$ cat src/rtl/mem_access_stage_pkg.sv
// mem_access_stage_pkg
// Shared constants and types for the memory-access pipeline stage:
//   - default data, register-address and memory-address widths
//   - FSM state encoding for the stage controller
package mem_access_stage_pkg;

  localparam int DSIZE_DEFAULT = 16;
  localparam int ASIZE_DEFAULT = 4;
  localparam int MAW_DEFAULT   = 8;

  // Stage controller states. The codes are fixed so the debug output can be
  // decoded by anything that watches it.
  typedef enum logic [1:0] {
    MS_IDLE = 2'd0,
    MS_BUSY = 2'd1,
    MS_DONE = 2'd2
  } ms_state_e;

endpackage

$ cat src/rtl/mem_access_stage.sv
// mem_access_stage
// Memory-access stage between the EX/MEM register and MEM_WB_stage. It turns
// a load/store into a data-memory transaction, stalls the upstream pipeline
// until the access completes, and presents the write-back fields to MEM/WB.
// A timer aborts an access whose acknowledge never arrives.
//
// Ports:
//   clk, rst            clock, synchronous active-high reset
//   valid_in            EX/MEM holds a real instruction
//   alu_result_in       ALU result; low MAW bits are the memory word address
//   store_data_in       store data
//   waddr_in, wen_in    destination register and its write enable
//   memread_in          load (wins if memwrite_in is also set)
//   memwrite_in         store
//   mem_req/mem_we/mem_addr/mem_wdata  registered memory request fields
//   mem_ack, mem_rdata  one-cycle completion pulse and read data
//   result_out, waddr_out, wen_out, memtoreg_out  to MEM_WB_stage
//   stall_out           freezes PC, IF/ID, ID/EX and EX/MEM
//   mem_err_out         sticky timeout flag, cleared only by rst
//   state_dbg           current controller state (ms_state_e encoding)
//
// Handshake: mem_req rises on entry to BUSY and is held, together with
// mem_we/mem_addr/mem_wdata, unchanged until the cycle in which mem_ack is
// sampled high; mem_req drops the following cycle. mem_ack outside BUSY is
// ignored, and mem_rdata is only sampled in the ack cycle.
module mem_access_stage
  import mem_access_stage_pkg::*;
#(
  parameter int DSIZE   = DSIZE_DEFAULT,
  parameter int ASIZE   = ASIZE_DEFAULT,
  parameter int MAW     = MAW_DEFAULT,
  parameter int TIMEOUT = 15
) (
  input  logic             clk,
  input  logic             rst,
  input  logic             valid_in,
  input  logic [DSIZE-1:0] alu_result_in,
  input  logic [DSIZE-1:0] store_data_in,
  input  logic [ASIZE-1:0] waddr_in,
  input  logic             wen_in,
  input  logic             memread_in,
  input  logic             memwrite_in,
  output logic             mem_req,
  output logic             mem_we,
  output logic [MAW-1:0]   mem_addr,
  output logic [DSIZE-1:0] mem_wdata,
  input  logic             mem_ack,
  input  logic [DSIZE-1:0] mem_rdata,
  output logic [DSIZE-1:0] result_out,
  output logic [ASIZE-1:0] waddr_out,
  output logic             wen_out,
  output logic             memtoreg_out,
  output logic             stall_out,
  output logic             mem_err_out,
  output logic [1:0]       state_dbg
);

  // Timer holds (BUSY cycles elapsed - 1) during BUSY, so hitting TIMEOUT-1
  // without an ack means this is the TIMEOUT-th BUSY cycle.
  localparam logic [7:0] TIMER_LAST = 8'(TIMEOUT - 1);

  ms_state_e        state;
  logic [7:0]       timer;
  logic [DSIZE-1:0] rdata_q;
  logic [ASIZE-1:0] waddr_q;
  logic             wen_q;
  logic             load_q;
  logic             abort_q;
  logic             memop;

  assign memop     = valid_in & (memread_in | memwrite_in);
  assign state_dbg = state;

  always_ff @(posedge clk) begin
    if (rst) begin
      state       <= MS_IDLE;
      timer       <= '0;
      rdata_q     <= '0;
      waddr_q     <= '0;
      wen_q       <= 1'b0;
      load_q      <= 1'b0;
      abort_q     <= 1'b0;
      mem_req     <= 1'b0;
      mem_we      <= 1'b0;
      mem_addr    <= '0;
      mem_wdata   <= '0;
      mem_err_out <= 1'b0;
    end else begin
      case (state)
        MS_IDLE: begin
          if (memop) begin
            mem_addr  <= alu_result_in[MAW-1:0];
            mem_wdata <= store_data_in;
            mem_we    <= ~memread_in;
            load_q    <= memread_in;
            waddr_q   <= waddr_in;
            wen_q     <= wen_in;
            abort_q   <= 1'b0;
            timer     <= '0;
            mem_req   <= 1'b1;
            state     <= MS_BUSY;
          end
        end
        MS_BUSY: begin
          timer <= timer + 8'd1;
          if (mem_ack) begin
            if (load_q) rdata_q <= mem_rdata;
            mem_req <= 1'b0;
            state   <= MS_DONE;
          end else if (timer == TIMER_LAST) begin
            mem_err_out <= 1'b1;
            rdata_q     <= '0;
            abort_q     <= 1'b1;
            mem_req     <= 1'b0;
            state       <= MS_DONE;
          end
        end
        MS_DONE: begin
          state <= MS_IDLE;
        end
        default: begin
          state <= MS_IDLE;
        end
      endcase
    end
  end

  // Output mux: IDLE without a memop is a pure combinational pass-through so
  // ALU instructions see no added latency.
  always_comb begin
    result_out   = alu_result_in;
    waddr_out    = waddr_in;
    wen_out      = wen_in & valid_in;
    memtoreg_out = 1'b0;
    stall_out    = 1'b0;
    case (state)
      MS_IDLE: begin
        if (memop) begin
          stall_out = 1'b1;
          wen_out   = 1'b0;
        end
      end
      MS_BUSY: begin
        stall_out = 1'b1;
        wen_out   = 1'b0;
      end
      MS_DONE: begin
        waddr_out = waddr_q;
        if (load_q) begin
          result_out   = rdata_q;
          memtoreg_out = 1'b1;
          wen_out      = wen_q & ~abort_q;
        end else begin
          result_out = DSIZE'(mem_addr);
          wen_out    = 1'b0;
        end
      end
      default: begin
      end
    endcase
    if (rst) begin
      stall_out = 1'b0;
      wen_out   = 1'b0;
    end
  end

endmodule

$ cat config.mk
export PLATFORM = sky130hd
export DESIGN_NAME = mem_access_stage
export DESIGN_NICKNAME = d
export VERILOG_FILES = /design/src/rtl/mem_access_stage_pkg.sv /design/src/rtl/mem_access_stage.sv
export SDC_FILE = /design/constraint.sdc
export NUM_CORES = 1
export LEC_CHECK = 0
export CORE_ASPECT_RATIO = 0.75
export CORE_MARGIN = 3
export CORE_UTILIZATION = 40
export CTS_CLUSTER_DIAMETER = 120
export CTS_CLUSTER_SIZE = 40
export DETAILED_ROUTE_END_ITERATION = 8
export GPL_ROUTABILITY_DRIVEN = 0
export PLACE_DENSITY = 0.73
export SLEW_MARGIN = 30
export SYNTH_ARGS = -nofsm -noshare
export SYNTH_HDL_FRONTEND = slang
export SYNTH_SLANG_ARGS = --single-unit
$ cat constraint.sdc
create_clock -name clk -period 2.75 [get_ports clk]
set_input_delay 0.55 -clock clk [delete_from_list [all_inputs] [get_ports clk]]
set_output_delay 0.55 -clock clk [all_outputs]
set_load 0.02 [all_outputs]
== Word-level counts from Yosys, hierarchy flattened ==
Cells that the tools add are included.

* Register bits after elaboration: 60
* Input bits: 59
* Output and inout port bits: 52
* Word-level logic and storage cells: 67

* Add/sub/neg operators: 1
* Equal/unequal tests: 8
* Multiplexer cells: 29
* Bitwise logic cells: 7
* Reductions and logical operators: 10

{| class="wikitable"
|+ Operators by type and width
! operator !! number
|-
| 16-bit two-way mux || 5
|-
| 8-bit case mux with 2 select lines || 1
|-
| 1-bit two-way mux || 13
|-
| 3-bit AND reduction || 3
|-
| 8-bit by 1-bit adder with 8-bit output, second input constant || 1
|-
| 8-bit by 4-bit equality test with 1-bit output, second input constant || 1
|-
| 8-bit two-way mux || 1
|-
| 2-bit two-way mux || 3
|-
| 2-bit != test, second input constant || 3
|-
| 1-bit case mux with 2 select lines || 3
|-
| 2-bit AND reduction || 3
|-
| 4-bit two-way mux || 1
|-
| 2-bit case mux with 2 select lines || 1
|-
| 4-bit AND reduction || 1
|-
| 2-bit nonzero test || 2
|-
| 1-bit AND || 3
|-
| 3-bit != test, second input constant || 1
|-
| 1-bit NOT || 3
|-
| 1-bit case mux with 3 select lines || 1
|-
| 2-bit by 1-bit equality test with 1-bit output, second input constant || 1
|-
| 2-bit equality test, second input constant || 1
|-
| 2-bit logical NOT || 1
|-
| 2-bit by 1-bit != test with 1-bit output, second input constant || 1
|-
| 1-bit OR || 1
|}

== Logic depth before layout (Yosys ltp) ==
* Word-level depth: 5
* Mapped depth: 6
* Mapped depth without buffers: 5

== Worst setup path before layout ==
Ideal clock, no wire load.

* Kind: reg2out
* From: register state[1], in the netlist state_dbg[1]
* To: output port result_out[10]
* Arrival: 1,736 ps
* Data required time: 2,200 ps
* Slack: 464 ps
* Cell stages (with the launch flop): 6
* Path buffers: 3
* Cell sequence: dfxtp_1 -> clkbuf_1 -> nand2b_1 -> buf_2 -> clkbuf_1 -> o31ai_1

* Longest elaborated chain between the ends: 2

{| class="wikitable"
|+ RTL lines
! item !! RTL line !! text
|-
| start: declaration || mem_access_stage.sv:62 || <nowiki>ms_state_e state;</nowiki>
|-
| start signal: assignment || mem_access_stage.sv:76 || <nowiki>state <= MS_IDLE;</nowiki>
|-
| start signal: assignment || mem_access_stage.sv:101 || <nowiki>state <= MS_BUSY;</nowiki>
|-
| start signal: assignment || mem_access_stage.sv:109 || <nowiki>state <= MS_DONE;</nowiki>
|-
| 2-bit equality test || mem_access_stage.sv:136 || <nowiki>case (state)</nowiki>
|-
| 16-bit two-way mux || mem_access_stage.sv:136 ||
|-
| end: declaration || mem_access_stage.sv:49 || <nowiki>output logic [DSIZE-1:0] result_out,</nowiki>
|}

Every way passes these cells.

== Worst setup path after layout ==
* From: input port memwrite_in
* To: output port stall_out

* Longest elaborated chain between the ends: 5

{| class="wikitable"
|+ RTL lines
! item !! RTL line !! text
|-
| start: declaration || mem_access_stage.sv:42 || <nowiki>input logic memwrite_in,</nowiki>
|-
| 1-bit OR || mem_access_stage.sv:71 || <nowiki>assign memop = valid_in & (memread_in | memwrite_in);</nowiki>
|-
| 1-bit AND || mem_access_stage.sv:71 ||
|-
| 1-bit two-way mux || mem_access_stage.sv:138 || <nowiki>if (memop) begin</nowiki>
|-
| 1-bit case mux with 2 select lines || mem_access_stage.sv:136 ||
|-
| 1-bit two-way mux || mem_access_stage.sv:161 || <nowiki>if (rst) begin</nowiki>
|-
| end: declaration || mem_access_stage.sv:53 || <nowiki>output logic stall_out,</nowiki>
|}

Every way passes these cells.

==> results.ini <==
[route]
wl_met1_um = 4340
drt-total-wl_um = 9170
vias = 3109
antenna_left = 0
wl_per_cell_um = 16.0
highest_layer = met4
drtPass1Iterations = 4
drc_errors = 0
wl_met2_um = 3970
drt_iter0_markers = 117
viasPerCell = 5.42
wl_met3_um = 810

[layout]
seq_area_um2 = 1200
multi_input_area_um2 = 1540
area_delta_synth_final_pct = 48.0
mostFrequentLayoutCells = 108 x clkdlybuf4s50_1, 60 x dfxtp_1, 56 x o21ai_0
drive_gt1_frac = 0.0966
final_nets = 532
num-fill-cells = 597
antennaDiodeCount = 0
final_common_cell = clkdlybuf4s50_1

[sta]
fmax_mhz = 378
fin_setup_tns_ps = 0
fin_crit_sh = 0.961
relSlewSlack = 0.500
period_needed_ps = 2640
hold_viol_final = 0
setup_viol = 0
tightestPinTransition_ps = 749
hold_slack_ps = 456
clock_skew_ps = 9.87
drv_slew = 0
grt_setup_unrepaired = no

[flow_run]
drv_cap = 0

[floorplanning]
core_area_um2 = 6990
dieWidth_um = 106
rows = 26
boundaryPins = 111
fp.dieH_um = 80.7
start_util = 0.425
die-area_um2 = 8510

[yosys]
yosysSeqAreaShare = 0.404
ys_warn_count = 0
synthFlopType = dfxtp_1
syn_avg_cell_area_um2 = 8.03
synthArstFlopShare = 0
synth_edf_count = 0
synth_cell_types = 41
syn_inst = 370
syn_nets = 431
synth-seq-cells = 60
syn_area_um2 = 2970

[clocking]
cts_inserted_buffers = 9
cts-root-buf = clkbuf_8
htreeDepth = 3
clk_path_buf_depth = 2
clk_pin_slew_ps = 70
cts_hold_buf = 0
clock_latency_ps = 340
cts_tree = built
cts.sinks = 60

[outcome]
outcome = completed

[grt]
overflow = 0
grt_pass1_wl_um = 14700
grt_max_degree = 54
grt_pass1_vias = 2982
antenna_found_initial = 0
grt.total_usage = 0.215

[worst_setup_path]
path_class = input pin to output pin
cp_max_fo = 4
timing.critical_path.required_ps = 2200
worstSetupEndpointType = output pin
startpoint_type = input pin
crit_arrival_ps = 2090

[power]
power_density_nw_per_um2 = 533
leakagePower_uw = 0.00155
irDropWorstVdd_mv = 0.405
finalPower_uw = 2340

[place]
portBuffers = 110
hpwlAfterDp_um = 6200

[hold_path]
hp-class = flop to flop

==> synthesized netlist by cell type, drive strengths merged (3+ instances only) <==
cell type,count,area (µm²)
mux2i,8,80.1
inv,25,93.8
o211ai,3,22.5
nand2,19,71.3
nand3,32,160
clkbuf,23,86.3
nand2b,4,25.0
a32oi,16,140
nor2,4,15.0
a21oi,43,219
dfxtp,60,1200
a311oi,3,26.3
buf,12,58.8
and2,3,18.8
o21ai,57,285
o31ai,9,81.3
mux2,5,56.3
a211oi,3,22.5
nor2b,18,113
==> final timing paths <==
check | startpoint | to | slack, ps | cells past startpoint
setup / recovery | memwrite_in | stall_out | 110 | 4
hold / removal | mem_err_out | mem_err_out | 460 | 2
setup reg to reg | timer[0] | rdata_q[15] | 1020 | 5
hold reg to reg | mem_err_out | mem_err_out | 460 | 2
==> layer usage <==
layer  track usage  up-vias
met5             0        -
met2         0.337      104
met1         0.282     1464
met4        0.0349        0
met3        0.0892        6
li1              -     1535
==> what timing repair did <==
action,4_1_cts,5_1_grt
endpoints found under the setup margin,0,1
setup buffers,0,0
gates resized for setup,0,1
==> critical path, cell delays in order <==
cell and delay (ps):
clkdlybuf4s50_1 540, o21ai_2 90, a211oi_1 260, clkdlybuf4s50_1 650
==> report_power, final <==
part	switching (µW)	internal [µW]	total, µW	leakage [µW]
Sequential	32.9	929	962	0.000490
Combinational	257	235	492	0.000952
Clock	359	533	891	0.000105
Total	648	1700	2340	0.00155
==> state kept, by name (all words and copies together), names as in the netlist <==
name         cells
wen_q            1
rdata_q         16
mem_err_out      1
abort_q          1
mem_req          1
mem_we           1
waddr_q          4
mem_wdata       16
state_dbg        2
load_q           1
mem_addr         8
timer            8
==> cell families (layout without fill, tap and decap cells) <==
family / after synthesis / count (layout) / synth area share
AOI/OAI and AO/OA: 143 / 143 / 0.293
adders and majority gates: 2 / 2 / 0.00842
buffers and inverters: 61 / 167 / 0.0816
DFF: 60 / 60 / 0.404
muxes: 13 / 13 / 0.0459
and+or+nand+nor: 91 / 91 / 0.168
==> per-stage QoR <==
stage	setup slack, ps	util	cell area [µm²]	std cells
6_report	106	0.629	4400	574
5_1_grt	45.3	0.629	4400	574
4_1_cts	36.6	0.629	4400	574
3_5_place_dp	55.5	0.596	4170	558
3_3_place_gp	66.7	0.596	4170	558
2_1_floorplan	464	-	2970	370
==> layout make-up <==
class                      instances  area share
tap                               98      0.0279
sequential                        60       0.273
timing repair buffer             125       0.275
multi-input combinational        249       0.350
clock buffer                      10      0.0313
inverter                          26      0.0222
clock inverter                     6      0.0199
Note: power is estimated with default switching activity, not from simulation.
